## src/rtl/q313_div_seq.sv

```systemverilog
// q313_div_seq: sequential signed Q3.13 restoring divider, res = sat((num << 13) / den).
// Define Q313_DIV_ROUND_EN for round-half-away-from-zero instead of truncation.
module q313_div_seq (
  input  logic        clk,
  input  logic        rst,
  input  logic        in_valid,
  output logic        in_ready,
  input  logic [15:0] num,
  input  logic [15:0] den,
  output logic        out_valid,
  input  logic        out_ready,
  output logic [15:0] res,
  output logic        div_by_zero,
  output logic        sat
);
  typedef enum logic [1:0] {IDLE, CALC, FIX, DONE} state_t;
  state_t state, state_nx;
  logic [4:0] cnt;
  logic sign, zero, accept, rnd, fix_sat;
  logic [28:0] dvd, q;
  logic [15:0] dvs, num_mag, den_mag, fix_res;
  logic [16:0] rem, rem_sh;
  logic [17:0] diff;
  logic [29:0] qr;
  always_ff @(posedge clk) begin
    if (rst) state <= IDLE;
    else state <= state_nx;
  end
  // A zero divisor skips CALC but still passes through FIX, giving a one-edge latency.
  always_comb begin
    state_nx = state;
    case (state)
      IDLE: if (accept) state_nx = (den == 16'd0) ? FIX : CALC;
      CALC: if (cnt == 5'd28) state_nx = FIX;
      FIX: state_nx = DONE;
      DONE: if (out_ready) state_nx = IDLE;
      default: state_nx = IDLE;
    endcase
  end
  always_comb begin
    in_ready = state == IDLE;
    out_valid = state == DONE;
  end
  assign accept = in_valid && in_ready;
  assign num_mag = num[15] ? -num : num;
  assign den_mag = den[15] ? -den : den;
  assign rem_sh = {rem[15:0], dvd[28]};
  assign diff = {1'b0, rem_sh} - {2'b00, dvs};
`ifdef Q313_DIV_ROUND_EN
  assign rnd = {rem, 1'b0} >= {2'b00, dvs};
`else
  assign rnd = 1'b0;
`endif
  assign qr = {1'b0, q} + {29'd0, rnd};
  assign fix_sat = zero || (sign ? qr > 30'd32768 : qr > 30'd32767);
  assign fix_res = fix_sat ? (sign ? 16'h8000 : 16'h7FFF) : (sign ? -qr[15:0] : qr[15:0]);
  always_ff @(posedge clk) begin
    if (rst) begin
      cnt <= 5'd0;
      sign <= 1'b0;
      zero <= 1'b0;
      dvd <= 29'd0;
      dvs <= 16'd0;
      rem <= 17'd0;
      q <= 29'd0;
      res <= 16'd0;
      div_by_zero <= 1'b0;
      sat <= 1'b0;
    end else begin
      case (state)
        IDLE: if (accept) begin
          sign <= num[15] ^ den[15];
          zero <= den == 16'd0;
          dvd <= {num_mag, 13'd0};
          dvs <= den_mag;
          rem <= 17'd0;
          q <= 29'd0;
          cnt <= 5'd0;
        end
        CALC: begin
          rem <= diff[17] ? rem_sh : diff[16:0];
          q <= {q[27:0], ~diff[17]};
          dvd <= dvd << 1;
          cnt <= cnt + 5'd1;
        end
        FIX: begin
          res <= fix_res;
          sat <= fix_sat;
          div_by_zero <= zero;
        end
        default: ;
      endcase
    end
  end
endmodule

```

## config.mk

```make
export PLATFORM = sky130hd
export DESIGN_NAME = q313_div_seq
export DESIGN_NICKNAME = d
export VERILOG_FILES = /design/src/rtl/q313_div_seq.sv
export SDC_FILE = /design/constraint.sdc
export NUM_CORES = 1
export LEC_CHECK = 0
export CORE_MARGIN = 2
export CORE_UTILIZATION = 56
export CTS_BUF_LIST = sky130_fd_sc_hd__clkbuf_4 sky130_fd_sc_hd__clkbuf_8 sky130_fd_sc_hd__clkbuf_16
export DETAILED_ROUTE_END_ITERATION = 12
export DONT_BUFFER_PORTS = 1
export PLACE_DENSITY = 0.74
export SYNTH_ARGS = -nofsm -noshare
export SYNTH_HDL_FRONTEND = slang
export SYNTH_SLANG_ARGS = --single-unit
```

## constraint.sdc

```tcl
create_clock -name clk -period 2.6 [get_ports clk]
set_clock_uncertainty 0.1 [all_clocks]
set_input_delay 0.52 -clock clk [delete_from_list [all_inputs] [get_ports clk]]
set_output_delay 0.52 -clock clk [all_outputs]
set_load 0.02 [all_outputs]
```

Yosys cells after proc, flatten, opt, wreduce, memory -nomap -nowiden
Cells that the tools add are included.
- input port bits: 36
- register bits after elaboration: 117
- logic and storage cells: 55
- output and inout port bits: 20
- add/sub/neg operators: 5
- order comparisons: 2
- equality and inequality tests: 7
- reductions and logical operators: 8
- bitwise operators: 2
- mux-type cells: 20
- operators with widths (kind ; count):
    29-bit one-hot mux with 2 select lines ; 2
    16-bit 2-to-1 mux ; 7
    29-bit 2-to-1 mux ; 2
    16-bit negator ; 3
    16-bit one-hot mux with 2 select lines ; 1
    29-bit by 15-bit greater-than comparator with 1-bit output (second input constant) ; 1
    29-bit by 16-bit greater-than comparator with 1-bit output (second input constant) ; 1
    17-bit by 16-bit subtractor with 18-bit output ; 1
    16-bit logical NOT ; 1
    5-bit one-hot mux with 2 select lines ; 1
    2-bit 2-to-1 mux ; 4
    2-bit one-hot mux with 4 select lines ; 1
    5-bit by 1-bit adder with 5-bit output (second input constant) ; 1
    5-bit equality test (second input constant) ; 1
    5-bit 2-to-1 mux ; 1
    2-bit equality test (second input constant) ; 2
    2-bit by 1-bit != test with 1-bit output (second input constant) ; 2
    2-bit AND reduction ; 2
    3-bit AND reduction ; 1
    2-bit by 1-bit equality test with 1-bit output (second input constant) ; 1
    2-bit logical NOT ; 1
    2-bit != test (second input constant) ; 1
    2-bit nonzero test ; 1
    1-bit logical AND ; 1
    other kinds (4) ; 4

Depth between registers and ports, before layout
- depth after elaboration: 4
- depth in mapped cells: 12
- gate-level depth less buffers: 10

Least setup slack after synthesis
No wires, ideal clock.
- path kind: reg-to-reg
- from: reg dvs[10]
- to: reg rem[2]
- data required time: 2.383 ns
- setup time: 0.117 ns
- path buffers: 2
- setup slack: 0.155 ns
- arrival time: 2.227 ns
- stages on the path, launching flop included: 11
- period minus slack after synthesis: 2.445 ns
- cells stage by stage: dfxtp_1 -> inv_1 -> ha_1 -> clkbuf_1 -> a21oi_1 -> o21a_1 -> a21oi_1 -> or3_1 -> clkbuf_1 -> or3_1 -> a32o_1
- longest elaborated chain between the ends: 3
- RTL lines (what ; line ; text):
    start, declared ; 21 ; logic [15:0] dvs, num_mag, den_mag, fix_res;
    start signal, assigned ; 75 ; dvs <= den_mag;
    17-bit by 16-bit subtractor with 18-bit output ; 48 ; assign diff = {1'b0, rem_sh} - {2'b00, dvs};
    16-bit 2-to-1 mux ; 81 ; rem <= diff[17] ? rem_sh : diff[16:0];
    16-bit one-hot mux with 2 select lines ; 70 ; case (state)
    end signal, assigned ; 81 ;
    end, declared ; 22 ; logic [16:0] rem, rem_sh;
Every way passes these cells.
A chain may end at the register's enable or synchronous reset.

Final worst setup path
Same ends and word-level chain as after synthesis.

==> results.yml <==
setup_path:
  crit_arrival_ns: 2.61
  crit_buf_inv: 1
  crit_path_max_incr_delay_ns: 0.38
  cp_common_cell: "a21oi_1"
  critical_path.max_fanout: 7
  crit_slowest_cell: "or3_4"
  cp_cell_sequence: "inv_1 -> ha_1 -> a21oi_1 -> o21a_1 -> a21oi_1 -> or3_4 -> or3_1 -> a32o_1"
  critPathKind: "reg2reg"
  worstPathRequired_ns: 2.79
  end_kind: "flip-flop"
  startpoint_type: "flip-flop"
  path_delay_family: "compound AO/OA/AOI/OAI gates"
  r2r_setup_slack_ns: 0.18
detailed_routing:
  dr_total_vias: 5221
  wl_met3_um: 739
  antenna_left: 0
  wl_per_cell_um: 15.4
  drc: 0
  firstDrtPassIters: 5
  highest_layer: "met4"
  wirelength_um: 13400
  met1_length_um: 5940
  first_iter_violations: 366
  wl_met2_um: 6400
  viasPerCell: 6.00
sta:
  period_needed_ns: 2.42
  setup_viol: 0
  finalCritPeriodShare: 0.931
  fmax_mhz: 413
  slew_viol_final: 0
  slew_headroom: 0.542
  hold_ws_ns: 0.104
  hold_viol: 0
  tightest_slew_ns: 0.680
  rsz0062_at_grt: "no"
  setup_tns_ns: 0
  setup_slack_ns: 0.179
yosys:
  synth-compound-area-share: 0.231
  synth-xor-area-share: 0.0817
  ys_types: 59
  synth-simple-area-share: 0.213
  synthAdderAreaFrac: 0.0586
  yosys-top-cells-area: "dfxtp_1 (35%), ha_1 (5.5%), nand2_1 (5.3%), nor2_1 (5.2%), a21oi_1 (4.2%)"
  synth_edf_count: 0
  synth_area_per_cell_um2: 7.94
  async_reset_ff_frac: 0
  syn-num-nets: 806
  synth_cells: 743
  synth-seq-area-share: 0.353
  ys_ff_latch: 104
  syn-cell-area_um2: 5900
  synth_top_family_by_area: "compound AO/OA/AOI/OAI gates"
  yosysWarnings: 0
  synthMuxAreaShare: 0.00679
  yosys.area.top_type: "dfxtp_1"
  synth_top_flop_cell: "dfxtp_1"
  synth_top_area_frac: 0.353
global_routing:
  grt_pass1_wl_um: 22800
  grt.total_usage: 0.243
  gr-total-overflow: 0
  grt_max_degree: 92
  grt_pass1_vias: 4968
  grt_antenna_before_repair: 0
cts:
  clk-insertion-delay-late_ns: 0.39
  cts.clk_slew.worst_paths_ns: 0.11
  numCtsBuffers: 9
  cts_root_buffer: "clkbuf_8"
  clock-sinks: 104
  cts_tree: "yes"
  htreeDepth: 3
  cts_hold_buf: 0
  clk_path_buf_depth: 2
floorplanning:
  start_util: 0.574
  die-area_um2: 11400
  num_rows: 37
  ios: 56
  fp.dieH_um: 107
  core_um2: 10300
  die_w_um: 107
placed_design:
  dpl_worst_slack_ns: 0.0843
  dpl_cell_area_um2: 6070
  gp_congestion: 0.960
  portBuffers: 0
  hpwl_um: 9490
cells_and_area:
  final_common_cell: "dfxtp_1"
  nNetsFinal: 792
  final_cell_mix: "dfxtp_1 (104), nand2_1 (83), nor2_1 (81), a21oi_1 (49), o21ai_0 (39)"
  stdcell_area_um2: 6300
  area.growth.synth_to_final_pct: 6.77
  diodes: 0
  drive_gt1_frac: 0.0831
  fillers: 915
power_and_ir_drop:
  finalPower_w: 0.00541
  power_leakage_nw: 2.33
  ir_worst_vdd_v: 0.000515
  powerDensity_nw_per_um2: 859
job:
  maxCapViolations: 0
worst_hold_path:
  worstHoldPathType: "in2reg"
status:
  status: "complete, no violations"
==> worst paths after layout <==
path / startpoint / end / depth (start not counted)
worst max register to register: dvs[10] / rem[2] / 8
worst min-delay path: rst / q[16] / 1
worst max-delay path: dvs[10] / rem[2] / 8
worst min register to register: dvd[23] / dvd[23] / 2
==> synthesized netlist by cell type, types with 25 or more instances <==
cell	instances
a21oi_1	49
a22oi_1	31
clkbuf_1	44
dfxtp_1	104
ha_1	26
inv_1	30
nand2_1	83
nor2_1	81
nor3_1	25
o21ai_0	39
xnor2_1	27
xor2_1	28
==> layer usage <==
layer / vias to the layer above / global-route usage
met3: 28 / 0.0444
li1: 2614 / -
met5: - / 0
met1: 2440 / 0.314
met2: 139 / 0.402
met4: 0 / 0.0937
==> final cells by class <==
class	count	area [µm²]	area share
multi-input combinational	555	3500	0.556
sequential	104	2080	0.331
timing repair buffer	29	243	0.0386
tap	136	170	0.0270
clock buffer	10	138	0.0219
inverter	30	113	0.0179
clock inverter	6	47.5	0.00755
==> where the power goes <==
part	total, W	internal (W)	switching, W
sequential	0.00209	0.00184	0.000243
combinational	0.00235	0.000895	0.00145
clock	0.000974	0.000387	0.000587
==> stage by stage <==
stage,util,std cells
2_1_floorplan,-,743
3_3_place_gp,0.590,852
3_5_place_dp,0.590,852
4_1_cts,0.608,868
5_1_grt,0.613,870
6_report,0.613,870
==> sequential cells by signal, summed over array words and instances, names as in the netlist <==
signal	cells
q	29
dvd	16
dvs	16
rem	16
res	16
cnt	5
state	2
div_by_zero	1
sat	1
sign	1
zero	1
==> cells by family after synthesis <==
family | count (synthesis)
XOR/XNOR | 55
AND/OR/NAND/NOR | 265
buffers and inverters | 84
AO/OA/AOI/OAI | 204
flip-flops | 104
adder cells (fa/ha/maj) | 27
multiplexers | 4
==> timing repair <==
action | CTS | global route
endpoints found under the setup margin | 0 | 9
gates resized for setup | 0 | 4
setup buffers | 0 | 2
No activity file was read; power rests on OpenSTA's default activity.
